<file path="config.mk">
export PLATFORM = sky130hd
export DESIGN_NAME = core_iencode_flat
export DESIGN_NICKNAME = d
export VERILOG_FILES = /design/src/rtl/core_iencode_if.sv /design/src/rtl/core_iencode.sv /design/src/flat_wrapper.sv
export SDC_FILE = /design/constraint.sdc
export NUM_CORES = 1
export LEC_CHECK = 0
export BUFFER_PORTS_ARGS = -buffer_cell sky130_fd_sc_hd__buf_2
export CORE_UTILIZATION = 40
export DETAILED_ROUTE_END_ITERATION = 12
export GPL_ROUTABILITY_DRIVEN = 0
export HOLD_SLACK_MARGIN = 0.06
export PLACE_DENSITY = 0.74
export SYNTH_ARGS = -nofsm -noshare
export SYNTH_HDL_FRONTEND = slang
export SYNTH_SLANG_ARGS = --single-unit
export TNS_END_PERCENT = 5
</file>
<file path="constraint.sdc">
create_clock -name CLK -period 2.3 [get_ports CLK]
set_input_delay 0.23 -clock CLK [delete_from_list [all_inputs] [get_ports CLK]]
set_output_delay 0.23 -clock CLK [all_outputs]
set_load 0.05 [all_outputs]
</file>
<file path="src/rtl/core_iencode_if.sv">
// Field-set, memory-write and session-status signals of the RV32I encoder/loader.
// The slave modport is the encoder; the master modport is whoever feeds it and owns IMEM.
interface core_iencode_if #(
  parameter int ADDR_W = 32,
  parameter int CNT_W  = 16
);
  logic              START;
  logic [ADDR_W-1:0] BASE_ADDR;
  logic [CNT_W-1:0]  COUNT;
  logic              IN_VALID;
  logic              IN_READY;
  logic [3:0]        OPCLASS;
  logic [2:0]        FUNCT3;
  logic [6:0]        FUNCT7;
  logic [4:0]        RD;
  logic [4:0]        RS1;
  logic [4:0]        RS2;
  logic [31:0]       IMM;
  logic              MEM_WVALID;
  logic              MEM_WREADY;
  logic [ADDR_W-1:0] MEM_WADDR;
  logic [31:0]       MEM_WDATA;
  logic              BUSY;
  logic              DONE;
  logic              ERR;
  logic [CNT_W-1:0]  ERR_IDX;

  modport master (
    output START, BASE_ADDR, COUNT, IN_VALID, OPCLASS, FUNCT3, FUNCT7,
           RD, RS1, RS2, IMM, MEM_WREADY,
    input  IN_READY, MEM_WVALID, MEM_WADDR, MEM_WDATA, BUSY, DONE, ERR, ERR_IDX
  );

  modport slave (
    input  START, BASE_ADDR, COUNT, IN_VALID, OPCLASS, FUNCT3, FUNCT7,
           RD, RS1, RS2, IMM, MEM_WREADY,
    output IN_READY, MEM_WVALID, MEM_WADDR, MEM_WDATA, BUSY, DONE, ERR, ERR_IDX
  );
endinterface

</file>
<file path="src/rtl/core_iencode.sv">
// RV32I encoder and program loader: packs decoded field sets into instruction words
// and writes them sequentially into IMEM from a programmed base address.
module core_iencode #(
  parameter int ADDR_W = 32,
  parameter int CNT_W  = 16
) (
  input  logic          CLK,
  input  logic          RST,
  core_iencode_if.slave bus
);

  localparam logic [3:0] C_R     = 4'd0;
  localparam logic [3:0] C_I_ALU = 4'd1;
  localparam logic [3:0] C_LOAD  = 4'd2;
  localparam logic [3:0] C_S     = 4'd3;
  localparam logic [3:0] C_B     = 4'd4;
  localparam logic [3:0] C_JAL   = 4'd5;
  localparam logic [3:0] C_JALR  = 4'd6;
  localparam logic [3:0] C_LUI   = 4'd7;
  localparam logic [3:0] C_AUIPC = 4'd8;

  localparam logic [6:0] OP_R     = 7'b0110011;
  localparam logic [6:0] OP_I_ALU = 7'b0010011;
  localparam logic [6:0] OP_LOAD  = 7'b0000011;
  localparam logic [6:0] OP_S     = 7'b0100011;
  localparam logic [6:0] OP_B     = 7'b1100011;
  localparam logic [6:0] OP_JAL   = 7'b1101111;
  localparam logic [6:0] OP_JALR  = 7'b1100111;
  localparam logic [6:0] OP_LUI   = 7'b0110111;
  localparam logic [6:0] OP_AUIPC = 7'b0010111;

  localparam logic [31:0] NOP = 32'h0000_0013;

  typedef struct packed {
    logic        ill;
    logic [31:0] word;
  } enc_t;

  typedef enum logic [1:0] {S_IDLE, S_ACCEPT, S_WRITE, S_FINISH} state_t;

  // Illegal field sets collapse to a NOP so later slots keep their addresses.
  function automatic enc_t encode(
    input logic [3:0]         cls,
    input logic [2:0]         f3,
    input logic [6:0]         f7,
    input logic [4:0]         rd,
    input logic [4:0]         rs1,
    input logic [4:0]         rs2,
    input logic signed [31:0] imm
  );
    enc_t r;
    logic ok;
    logic i_fit;
    logic b_fit;
    logic j_fit;
    logic u_fit;
    logic shift;
    i_fit  = (&imm[31:11]) | ~(|imm[31:11]);
    b_fit  = ~imm[0] & ((&imm[31:12]) | ~(|imm[31:12]));
    j_fit  = ~imm[0] & ((&imm[31:20]) | ~(|imm[31:20]));
    u_fit  = ~(|imm[11:0]);
    shift  = (f3 == 3'b001) || (f3 == 3'b101);
    r.word = NOP;
    ok     = 1'b0;
    case (cls)
      C_R: begin
        r.word = {f7, rs2, rs1, f3, rd, OP_R};
        ok     = 1'b1;
      end
      C_I_ALU: begin
        if (shift) begin
          r.word = {f7, imm[4:0], rs1, f3, rd, OP_I_ALU};
          ok     = ~(|imm[31:5]);
        end else begin
          r.word = {imm[11:0], rs1, f3, rd, OP_I_ALU};
          ok     = i_fit;
        end
      end
      C_LOAD: begin
        r.word = {imm[11:0], rs1, f3, rd, OP_LOAD};
        ok     = i_fit;
      end
      C_JALR: begin
        r.word = {imm[11:0], rs1, 3'b000, rd, OP_JALR};
        ok     = i_fit;
      end
      C_S: begin
        r.word = {imm[11:5], rs2, rs1, f3, imm[4:0], OP_S};
        ok     = i_fit;
      end
      C_B: begin
        r.word = {imm[12], imm[10:5], rs2, rs1, f3, imm[4:1], imm[11], OP_B};
        ok     = b_fit;
      end
      C_JAL: begin
        r.word = {imm[20], imm[10:1], imm[11], imm[19:12], rd, OP_JAL};
        ok     = j_fit;
      end
      C_LUI: begin
        r.word = {imm[31:12], rd, OP_LUI};
        ok     = u_fit;
      end
      C_AUIPC: begin
        r.word = {imm[31:12], rd, OP_AUIPC};
        ok     = u_fit;
      end
      default: ok = 1'b0;
    endcase
    if (!ok) r.word = NOP;
    r.ill = ~ok;
    return r;
  endfunction

  state_t            state;
  state_t            state_nx;
  enc_t              enc_p0;
  logic [31:0]       wdata_p1;
  logic [ADDR_W-1:0] addr;
  logic [CNT_W-1:0]  remaining;
  logic [CNT_W-1:0]  idx;
  logic              err;
  logic [CNT_W-1:0]  err_idx;
  logic              start_go;
  logic              accept;
  logic              write_fire;

  assign start_go   = (state == S_IDLE) && bus.START;
  assign accept     = (state == S_ACCEPT) && bus.IN_VALID;
  assign write_fire = (state == S_WRITE) && bus.MEM_WREADY;

  assign enc_p0 = encode(bus.OPCLASS, bus.FUNCT3, bus.FUNCT7, bus.RD, bus.RS1,
                         bus.RS2, bus.IMM);

  always_ff @(posedge CLK) begin
    if (RST) state <= S_IDLE;
    else     state <= state_nx;
  end

  always_comb begin
    state_nx       = state;
    bus.IN_READY   = 1'b0;
    bus.MEM_WVALID = 1'b0;
    bus.DONE       = 1'b0;
    bus.BUSY       = 1'b0;
    case (state)
      S_IDLE: begin
        if (bus.START) state_nx = (bus.COUNT == '0) ? S_FINISH : S_ACCEPT;
      end
      S_ACCEPT: begin
        bus.IN_READY = 1'b1;
        bus.BUSY     = 1'b1;
        if (bus.IN_VALID) state_nx = S_WRITE;
      end
      S_WRITE: begin
        bus.MEM_WVALID = 1'b1;
        bus.BUSY       = 1'b1;
        if (bus.MEM_WREADY)
          state_nx = (remaining == CNT_W'(1)) ? S_FINISH : S_ACCEPT;
      end
      S_FINISH: begin
        bus.DONE = 1'b1;
        bus.BUSY = 1'b1;
        state_nx = S_IDLE;
      end
      default: state_nx = S_IDLE;
    endcase
  end

  // Encode stage -> write stage: the word is registered on accept and held through WRITE.
  always_ff @(posedge CLK) begin
    if (RST) begin
      addr      <= '0;
      remaining <= '0;
      idx       <= '0;
      wdata_p1  <= '0;
      err       <= 1'b0;
      err_idx   <= '0;
    end else begin
      if (start_go) begin
        addr      <= bus.BASE_ADDR & ~ADDR_W'(3);
        remaining <= bus.COUNT;
        idx       <= '0;
        err       <= 1'b0;
        err_idx   <= '0;
      end
      if (accept) begin
        wdata_p1 <= enc_p0.word;
        if (enc_p0.ill) begin
          err <= 1'b1;
          if (!err) err_idx <= idx;
        end
      end
      if (write_fire) begin
        addr      <= addr + ADDR_W'(4);
        remaining <= remaining - CNT_W'(1);
        idx       <= idx + CNT_W'(1);
      end
    end
  end

  assign bus.MEM_WADDR = addr;
  assign bus.MEM_WDATA = wdata_p1;
  assign bus.ERR       = err;
  assign bus.ERR_IDX   = err_idx;

endmodule

</file>
<file path="src/flat_wrapper.sv">
// flat-port wrapper written by rule: the top's interface ports become plain ports
module core_iencode_flat 
#(
  parameter int ADDR_W = 32,
  parameter int CNT_W  = 16
)
  (CLK, RST, bus_START, bus_BASE_ADDR, bus_COUNT, bus_IN_VALID, bus_OPCLASS, bus_FUNCT3, bus_FUNCT7, bus_RD, bus_RS1, bus_RS2, bus_IMM, bus_MEM_WREADY, bus_IN_READY, bus_MEM_WVALID, bus_MEM_WADDR, bus_MEM_WDATA, bus_BUSY, bus_DONE, bus_ERR, bus_ERR_IDX);
  core_iencode_if #(.ADDR_W(ADDR_W), .CNT_W(CNT_W)) bus_i ();
  input  logic CLK;
  input  logic RST;
  input wire logic [$bits(bus_i.START)-1:0] bus_START;
  input wire logic [$bits(bus_i.BASE_ADDR)-1:0] bus_BASE_ADDR;
  input wire logic [$bits(bus_i.COUNT)-1:0] bus_COUNT;
  input wire logic [$bits(bus_i.IN_VALID)-1:0] bus_IN_VALID;
  input wire logic [$bits(bus_i.OPCLASS)-1:0] bus_OPCLASS;
  input wire logic [$bits(bus_i.FUNCT3)-1:0] bus_FUNCT3;
  input wire logic [$bits(bus_i.FUNCT7)-1:0] bus_FUNCT7;
  input wire logic [$bits(bus_i.RD)-1:0] bus_RD;
  input wire logic [$bits(bus_i.RS1)-1:0] bus_RS1;
  input wire logic [$bits(bus_i.RS2)-1:0] bus_RS2;
  input wire logic [$bits(bus_i.IMM)-1:0] bus_IMM;
  input wire logic [$bits(bus_i.MEM_WREADY)-1:0] bus_MEM_WREADY;
  output wire logic [$bits(bus_i.IN_READY)-1:0] bus_IN_READY;
  output wire logic [$bits(bus_i.MEM_WVALID)-1:0] bus_MEM_WVALID;
  output wire logic [$bits(bus_i.MEM_WADDR)-1:0] bus_MEM_WADDR;
  output wire logic [$bits(bus_i.MEM_WDATA)-1:0] bus_MEM_WDATA;
  output wire logic [$bits(bus_i.BUSY)-1:0] bus_BUSY;
  output wire logic [$bits(bus_i.DONE)-1:0] bus_DONE;
  output wire logic [$bits(bus_i.ERR)-1:0] bus_ERR;
  output wire logic [$bits(bus_i.ERR_IDX)-1:0] bus_ERR_IDX;
  assign bus_i.START = bus_START;
  assign bus_i.BASE_ADDR = bus_BASE_ADDR;
  assign bus_i.COUNT = bus_COUNT;
  assign bus_i.IN_VALID = bus_IN_VALID;
  assign bus_i.OPCLASS = bus_OPCLASS;
  assign bus_i.FUNCT3 = bus_FUNCT3;
  assign bus_i.FUNCT7 = bus_FUNCT7;
  assign bus_i.RD = bus_RD;
  assign bus_i.RS1 = bus_RS1;
  assign bus_i.RS2 = bus_RS2;
  assign bus_i.IMM = bus_IMM;
  assign bus_i.MEM_WREADY = bus_MEM_WREADY;
  assign bus_IN_READY = bus_i.IN_READY;
  assign bus_MEM_WVALID = bus_i.MEM_WVALID;
  assign bus_MEM_WADDR = bus_i.MEM_WADDR;
  assign bus_MEM_WDATA = bus_i.MEM_WDATA;
  assign bus_BUSY = bus_i.BUSY;
  assign bus_DONE = bus_i.DONE;
  assign bus_ERR = bus_i.ERR;
  assign bus_ERR_IDX = bus_i.ERR_IDX;
  core_iencode #(.ADDR_W(ADDR_W), .CNT_W(CNT_W)) u_core (.CLK(CLK), .RST(RST), .bus(bus_i));
endmodule
</file>
==> impl_metrics.ini, run 1 <==
[yosys]
synth-async-reset-ratio_pct = 0
synth-seq-area-share_pct = 35.4
synth_edf_count = 0
yosysMostFrequentCell = dfxtp_1
ys.flop_type = dfxtp_1
synth.top_cell.area_share_pct = 35.4
ys_types = 74
synth-seq-cells = 112
post_synth_inst_count = 806
synth_common_cells = dfxtp_1, a21oi_1, nor2_1
synthTopCellsByArea = dfxtp_1, a21oi_1, nor2_1
synth_warnings = 0
syn_avg_cell_area_um2 = 7.87
syn_area_um2 = 6340
synth.largest_area_cell = dfxtp_1

[place]
portBuffers = 194
place_hpwl_um = 13900

[cells_and_area]
drive_above_1_share_pct = 28.5
n_antenna_cell = 0
fin_util_pct = 52.1
num-nets-final = 1115
area_growth_syn_to_layout_pct = 25.7

[route]
first_pass_iters = 5
drc_errors = 0
via_count = 6916
wirelength_um = 19100
wire_per_inst_um = 15.7
drtIter0Drc = 432
viasPerCell = 5.71
antenna_left = 0

[worst_setup_path]
cp_top_family = simple AND/OR/NAND/NOR gates
startpoint_type = register
critPathMaxFanout = 7
path_buf_inv = 0
cp_slowest_stage_delay_ns = 0.44
slowest_stage = or3_1
critPathArrivalTime_ns = 2.37
cp.required_ns = 2.59
crit_path_end_kind = register
criticalPathCategory = register to register
worstPathCellList = or3_4 > or3_1 > nor4_4 > nand3_1 > mux2_4 > a21oi_2

[clocking]
clockRootBuffer = clkbuf_16
cts_setup_buffers = 0
cts.path.max_buffers = 2
clk_latency_ns = 0.36
h-tree-depth = 3
cts_hold_buf = 0
cts_made_buffers = 9
cts_tree = done
cts.sinks = 112
clk_pin_slew_ns = 0.07
post_cts_resized = 0

[grt]
grt_usage_pct = 23.3
grt_max_degree = 86
antenna_found_initial = 0
first_global_vias = 6281
grt_overflow_total = 0
grt_pass1_wl_um = 30800

[die]
dieArea_um2 = 16400
ios = 199
die_height_um = 128
die_w_um = 128
core-area_um2 = 15300
start_util_pct = 41.4
rows = 45

[outcome]
outcome = completed

[timing]
hold_slack_ns = 0.116
relSlewSlack_pct = 49.2
rsz0062_at_grt = false
worst_pin_slew_ns = 0.761
finalHoldViolations = 0
post-route-min-period_ns = 2.08
period_share_pct = 90.5
finalSetupViolCount = 0
fmax_mhz = 481
finClkSkew_ns = 0.0131
report.final.slew_viol_count = 0

[job]
drv_cap = 0

[power]
max-vdd-ir-drop_v = 0.000351
power-per-cell-area_nw_per_um2 = 586
leakagePower_nw = 3.28

[worst_hold_path]
hold_class = input port to register
==> stage by stage <==
step / power (mW) / cell area (um2) / setup slack, ns / TNS (ns) / instances
after CTS: 4.71 / 7970 / 0.0209 / 0 / 1212
final: 4.68 / 7970 / 0.219 / 0 / 1212
after floorplan: 2.77 / 6350 / -0.194 / -0.596 / 807
after global routing: 4.89 / 7970 / 0.0491 / 0 / 1212
after global placement: 3.11 / 7680 / 0.156 / 0 / 1197
after detailed placement: 3.12 / 7680 / 0.0955 / 0 / 1197
==> tightest hold or removal path: cells and delay by family <==
family	cells	cell delay, ns
AO/OA/AOI/OAI	1	0.05
buffers and inverters	1	0.09
AND/OR/NAND/NOR	1	0.04
==> cell families (layout without fill, tap and decap cells) <==
family / after synthesis / after routing / synth area share, %
flip-flops: 112 / 112 / 35.4
AO/OA/AOI/OAI: 228 / 228 / 23.5
adder cells (fa/ha/maj): 4 / 4 / 0.789
buffers and inverters: 65 / 259 / 4.24
AND/OR/NAND/NOR: 366 / 366 / 31.2
XOR/XNOR: 2 / 2 / 0.276
multiplexers: 28 / 28 / 4.68
other: 1 / 2 / 0.0591
==> final cells by class <==
type / instances / area [um2]
clock buffer: 13 / 250
sequential: 112 / 2240
timing repair buffer: 237 / 1310
fill: 1500 / 7340
clock inverter: 2 / 38.8
tap: 211 / 264
inverter: 7 / 26.3
multi-input combinational: 630 / 3840
==> layer usage <==
metal / part of all wire, % / global-route usage, % / up-vias
li1: - / - / 3377
met1: 44 / 30.0 / 3246
met2: 47 / 39.5 / 264
met3: 6.5 / 3.67 / 29
met4: 1.9 / 8.44 / 0
met5: 0 / 0 / -
==> layout by cell type (no fill, tap or decap), types with 3 or more instances in the layout <==
cell type / n
o22ai_1: 9
and4_1: 3
o21ai_0: 31
clkbuf_16: 9
a221oi_1: 5
or4_1: 4
nand3b_1: 33
or3_1: 4
ha_1: 4
and2_1: 4
dfxtp_1: 112
nor2b_1: 20
a222oi_1: 10
mux2_2: 9
o311ai_0: 4
o31ai_1: 19
inv_1: 7
nor3b_1: 4
nand2_1: 79
a32oi_1: 3
buf_4: 43
buf_2: 193
a21oi_1: 87
nor4_1: 19
nand2b_1: 19
nor3_1: 19
mux2i_1: 18
or2_2: 6
a211oi_1: 7
o211ai_1: 6
a31oi_1: 8
clkbuf_1: 3
nor2_1: 81
nand3_1: 32
a22oi_1: 16
a22o_1: 5
nand4_1: 14
==> where the power goes <==
group          switching (mW)  internal [mW]  total, mW
Clock                   0.713          0.876       1.59
Sequential             0.0778           2.01       2.09
Combinational           0.648          0.353       1.00
Total                    1.44           3.24       4.68
==> registers in the layout, indices dropped and copies added, names as in the netlist <==
signal and cells:
u_core.bus.MEM_WADDR 30, u_core.idx 16, u_core.bus.ERR 1, u_core.remaining 16, u_core.bus.ERR_IDX 16, u_core.state 2, u_core.bus.MEM_WDATA 31
==> worst paths after layout <==
kind / from / to / slack, ns / cells past startpoint
min reg2reg: u_core.bus.ERR_IDX[10]$_SDFF_PP0_ / u_core.bus.ERR_IDX[10]$_SDFF_PP0_ / 0.46 / 2
max reg2reg: u_core.remaining[7]$_SDFFE_PP0P_ / u_core.remaining[15]$_SDFFE_PP0P_ / 0.22 / 6
min: bus_BASE_ADDR[25] / u_core.bus.MEM_WADDR[25]$_SDFFE_PP0P_ / 0.12 / 3
max: u_core.remaining[7]$_SDFFE_PP0P_ / u_core.remaining[15]$_SDFFE_PP0P_ / 0.22 / 6
Note: power is estimated with default switching activity, not from simulation.
==> run 2: changes to the inputs <==
--- a/config.mk
+++ b/config.mk
@@ -7,10 +7,11 @@
 export LEC_CHECK = 0
 export BUFFER_PORTS_ARGS = -buffer_cell sky130_fd_sc_hd__buf_2
 export CORE_UTILIZATION = 40
+export CTS_BUF_LIST = sky130_fd_sc_hd__clkbuf_4 sky130_fd_sc_hd__clkbuf_8
 export DETAILED_ROUTE_END_ITERATION = 12
 export GPL_ROUTABILITY_DRIVEN = 0
 export HOLD_SLACK_MARGIN = 0.06
-export PLACE_DENSITY = 0.74
+export PLACE_DENSITY = 0.61
 export SYNTH_ARGS = -nofsm -noshare
 export SYNTH_HDL_FRONTEND = slang
 export SYNTH_SLANG_ARGS = --single-unit
==> impl_metrics.ini, run 2 (synthesis gave the netlist of run 1 again) <==
[power]
power-per-cell-area_nw_per_um2 = 553
max-vdd-ir-drop_v = 0.000385
power_mw = 4.41
leakagePower_nw = 3.30

[timing]
fin_setup_tns_ns = 0
fmax_mhz = 466
finClkSkew_ns = 0.0126
relSlewSlack_pct = 51.1
rsz0062_at_grt = false
finalSetupViolCount = 0
period_share_pct = 93.3
finalHoldViolations = 0
post-route-min-period_ns = 2.15
report.final.slew_viol_count = 0
worst_pin_slew_ns = 0.732

[worst_setup_path]
critPathArrivalTime_ns = 2.45
reg2reg_depth = 5
cp_slowest_stage_delay_ns = 0.50
criticalPathCategory = register to register
crit_path_end_kind = register
cp_top_family = simple AND/OR/NAND/NOR gates
worstPathCellList = nand3b_1 > nor3_1 > nand2_1 > or4_1 > a31oi_1
slowest_stage = dfxtp_1
startpoint_type = register
path_buf_inv = 0
critPathMaxFanout = 9
r2r_slack_ns = 0.15
cp.required_ns = 2.61
r2r-end = u_core.remaining[13]$_SDFFE_PP0P_
timing.rr.start = u_core.state[1]$_SDFFE_PP0P_

[cells_and_area]
fin_util_pct = 52.1
num-fill-cells = 1597
drive_above_1_share_pct = 29.5
mostFrequentLayoutCells = buf_2, dfxtp_1, a21oi_1
largest_register_ffs = 31
layout_commonest_cell = buf_2
area_growth_syn_to_layout_pct = 25.8
n_antenna_cell = 0
num-nets-final = 1124

[grt]
first_global_vias = 6019
grt_pass1_wl_um = 31500
grt_usage_pct = 24.0
antenna_found_initial = 0
grt_overflow_total = 0
grt_max_degree = 48

[job]
drv_cap = 0

[route]
wire_per_inst_um = 15.9
via_count = 6828
first_pass_iters = 6
viasPerCell = 5.59
antenna_left = 0
drc_errors = 0
wirelength_um = 19400
drtIter0Drc = 510

[clocking]
h-tree-depth = 3
clk_pin_slew_ns = 0.10
clk_latency_ns = 0.38
clockRootBuffer = clkbuf_8
cts_tree = done
cts.path.max_buffers = 2
cts.sinks = 112
cts_made_buffers = 9
cts_setup_buffers = 0

[die]
core-area_um2 = 15300
rows = 45
die_height_um = 128
ios = 199
die_w_um = 128
dieArea_um2 = 16400
start_util_pct = 41.4

[place]
place_hpwl_um = 14200
portBuffers = 194

[outcome]
outcome = completed

[worst_hold_path]
hold_end = u_core.bus.MEM_WADDR[12]$_SDFFE_PP0P_
hold_start = bus_BASE_ADDR[12]
min_path_cells = 3
hold_class = input port to register
## run 2: worst min-delay path: stages
cell	delay [ns]
buf_2	0.09
nand2_1	0.05
a21oi_1	0.05
## run 2: cell type report
| type | count | area [um2] | area share, % |
|---|---|---|---|
| well taps | 211 | 264 | 3.31 |
| inverters | 7 | 26.3 | 0.329 |
| multi-input cells | 630 | 3850 | 48.2 |
| flip-flops and latches | 112 | 2240 | 28.1 |
| clock buffers | 11 | 139 | 1.74 |
| repair buffers | 246 | 1390 | 17.4 |
| clock inverters | 4 | 70.1 | 0.878 |
## run 2: repair_timing
action                     4_1_cts  5_1_grt
setup endpoints to repair        0       21
hold endpoints to repair         1        0
resized for setup                0        2
hold buffers                     1        0
## run 2: how the worst max path moves through the flow
| stage | startpoint | endpoint | slack [ns] | depth (start not counted) |
|---|---|---|---|---|
| final | u_core.state[1]$_SDFFE_PP0P_ | u_core.remaining[13]$_SDFFE_PP0P_ | 0.15 | 5 |
| after global routing | u_core.state[1]$_SDFFE_PP0P_ | u_core.remaining[13]$_SDFFE_PP0P_ | 0.01 | 5 |
| after CTS | u_core.state[1]$_SDFFE_PP0P_ | u_core.bus.MEM_WADDR[13]$_SDFFE_PP0P_ | 0.08 | 6 |
| after detailed placement | u_core.state[1]$_SDFFE_PP0P_ | u_core.bus.MEM_WADDR[13]$_SDFFE_PP0P_ | 0.09 | 6 |
| after global placement | u_core.state[1]$_SDFFE_PP0P_ | u_core.bus.MEM_WADDR[13]$_SDFFE_PP0P_ | 0.11 | 6 |
| after floorplan | u_core.bus.MEM_WADDR[2]$_SDFFE_PP0P_ | u_core.bus.MEM_WADDR[30]$_SDFFE_PP0P_ | -0.19 | 7 |
## run 2: layer usage
metal  track usage [%]  vias up  part of all wire, %
met5                 0        -                    0
met4              7.40        0                  1.3
met3              5.05       20                  7.3
met2              37.9      235                   45
met1              32.7     3178                   46
li1                  -     3395                    -
## run 2: stage by stage
| step | area, um2 | hold slack (ns) | cells | setup WS [ns] |
|---|---|---|---|---|
| after CTS | 7970 | 0.0624 | 1221 | 0.0836 |
| after floorplan | 6350 | 0.366 | 807 | -0.194 |
| after global routing | 7980 | 0.0758 | 1221 | 0.00995 |
| after global placement | 7750 | 0.445 | 1205 | 0.107 |
| final | 7980 | 0.0899 | 1221 | 0.154 |
| after detailed placement | 7750 | 0.449 | 1205 | 0.0926 |
## run 2: power by group
part           internal [mW]  switching, mW  total [mW]
clock                  0.631          0.671        1.30
combinational          0.373          0.652        1.02
sequential              2.01         0.0764        2.08
==> run 3: changes to the inputs <==
--- a/config.mk
+++ b/config.mk
@@ -12,6 +12,7 @@
 export GPL_ROUTABILITY_DRIVEN = 0
 export HOLD_SLACK_MARGIN = 0.06
 export PLACE_DENSITY = 0.61
+export REMOVE_ABC_BUFFERS = 1
 export SYNTH_ARGS = -nofsm -noshare
 export SYNTH_HDL_FRONTEND = slang
 export SYNTH_SLANG_ARGS = --single-unit
==> constraint.sdc (replaced) <==
create_clock -name CLK -period 2.38 [get_ports CLK]
set_input_delay 0.238 -clock CLK [delete_from_list [all_inputs] [get_ports CLK]]
set_output_delay 0.238 -clock CLK [all_outputs]
set_load 0.05 [all_outputs]
==> impl_metrics.ini, run 3 (synthesis gave the netlist of run 1 again) <==
[grt]
use_met3_pct = 4.42
grt_max_degree = 60
grt_pass1_wl_um = 30900
met1_usage_pct = 31.3
grt-busiest-layer = met2
first_global_vias = 6114
grt_usage_pct = 23.7
antenna_found_initial = 1
grt_use_met2_pct = 39.5
grt_overflow_total = 0

[worst_setup_path]
r2r_slack_ns = 0.24
worstPathCellList = nand3_2 > or4_4 > nor3_4 > nand2_2 > o31a_1 > a221oi_2
slowest_stage = or4_4
critPathArrivalTime_ns = 2.45
startpoint_type = register
path_buf_inv = 0
criticalPathCategory = register to register
cp.required_ns = 2.70
critPathMaxFanout = 6
cp_slowest_stage_delay_ns = 0.59
cp_top_family = simple AND/OR/NAND/NOR gates
crit_path_end_kind = register

[route]
antenna_left = 0
viasPerCell = 5.56
drc_errors = 0
wirelength_um = 19400
drtIter0Drc = 396
first_pass_iters = 7
via_count = 6765
wire_per_inst_um = 16.0

[outcome]
outcome = completed

[die]
ios = 199
die_height_um = 128
dieArea_um2 = 16400
core-area_um2 = 15300
die_w_um = 128
rows = 45
start_util_pct = 41.4

[power]
power_mw = 4.29
power-per-cell-area_nw_per_um2 = 541
max-vdd-ir-drop_v = 0.000289
leakagePower_nw = 3.27

[cells_and_area]
largest_register_ffs = 31
register_area_um2 = 2240
area_growth_syn_to_layout_pct = 25.1
multi_input_area_um2 = 3830
num-nets-final = 1118
mostFrequentLayoutCells = buf_2, dfxtp_1, a21oi_1
drive_above_1_share_pct = 28.7
num-fill-cells = 1549
finalInstanceArea_um2 = 7940
layout_commonest_cell = buf_2

[timing]
worst_pin_slew_ns = 0.599
finalHoldViolations = 0
fmax_mhz = 468
report.final.slew_viol_count = 0
finClkSkew_ns = 0.0176
fin_ws_ns = 0.244
post-route-min-period_ns = 2.14
period_share_pct = 89.8
fin_setup_tns_ns = 0
rsz0062_at_grt = false
finalSetupViolCount = 0
hold_slack_ns = 0.0737
relSlewSlack_pct = 59.7

[worst_hold_path]
hold_class = input port to register

[clocking]
cts.path.max_buffers = 2
cts.sinks = 112
clk_pin_slew_ns = 0.11
cts_made_buffers = 9
clk_latency_ns = 0.40
cts_tree = done
h-tree-depth = 3
cts_hold_buf = 1
post_cts_resized = 0
clockRootBuffer = clkbuf_8
cts_setup_buffers = 0

[job]
drv_cap = 0

[place]
pre_cts_ws_ns = 0.175
dpl-instance-area_um2 = 7700
portBuffers = 194
place_hpwl_um = 14200
-- run 3: cell types whose count changed in the layout (fill, tap and decap cells not counted), moves of 2 or more --
cell	change
clkbuf_4	-2
nor2_1	+2
buf_4	-6
nor2_2	-2
-- run 3: power by group --
part / switching [mW] / leakage [nW] / internal [mW]
logic: 0.624 / 2.25 / 0.347
registers: 0.0761 / 0.910 / 1.94
clock network: 0.689 / 0.112 / 0.617
total: 1.39 / 3.27 / 2.90
-- run 3: final cells by class --
| cell class | count | area share (%) |
|---|---|---|
| inverters | 7 | 0.331 |
| clock buffers | 10 | 1.73 |
| multi-input cells | 630 | 48.3 |
| well taps | 211 | 3.33 |
| clock inverters | 6 | 1.04 |
| flip-flops and latches | 112 | 28.3 |
| diodes | 1 | 0.0315 |
| repair buffers | 240 | 17.0 |
-- run 3: path summary, 6_finish.rpt --
path         depth (start not counted)                            startpoint                                     to
max                                  6  u_core.bus.MEM_WADDR[6]$_SDFFE_PP0P_  u_core.bus.MEM_WADDR[31]$_SDFFE_PP0P_
max reg2reg                          6  u_core.bus.MEM_WADDR[6]$_SDFFE_PP0P_  u_core.bus.MEM_WADDR[31]$_SDFFE_PP0P_
min reg2reg                          2     u_core.bus.ERR_IDX[15]$_SDFF_PP0_      u_core.bus.ERR_IDX[15]$_SDFF_PP0_
min                                  3                     bus_BASE_ADDR[13]  u_core.bus.MEM_WADDR[13]$_SDFFE_PP0P_
-- run 3: metal layers --
metal | vias up | share of wire, %
met5 | - | 0
li1 | 3389 | -
met2 | 214 | 46
met4 | 0 | 1.3
met1 | 3143 | 47
met3 | 19 | 5.9
-- run 3: through the flow --
stage                     std cells  util (%)
after CTS                      1216      51.8
after global placement         1199      50.3
after global routing           1217      51.8
after floorplan                 749         -
final                          1217      51.8
after detailed placement       1199      50.3
-- run 3: tightest hold or removal path, stage by stage --
cell,delay [ns]
buf_2,0.07
a221oi_1,0.06
nor2_1,0.07
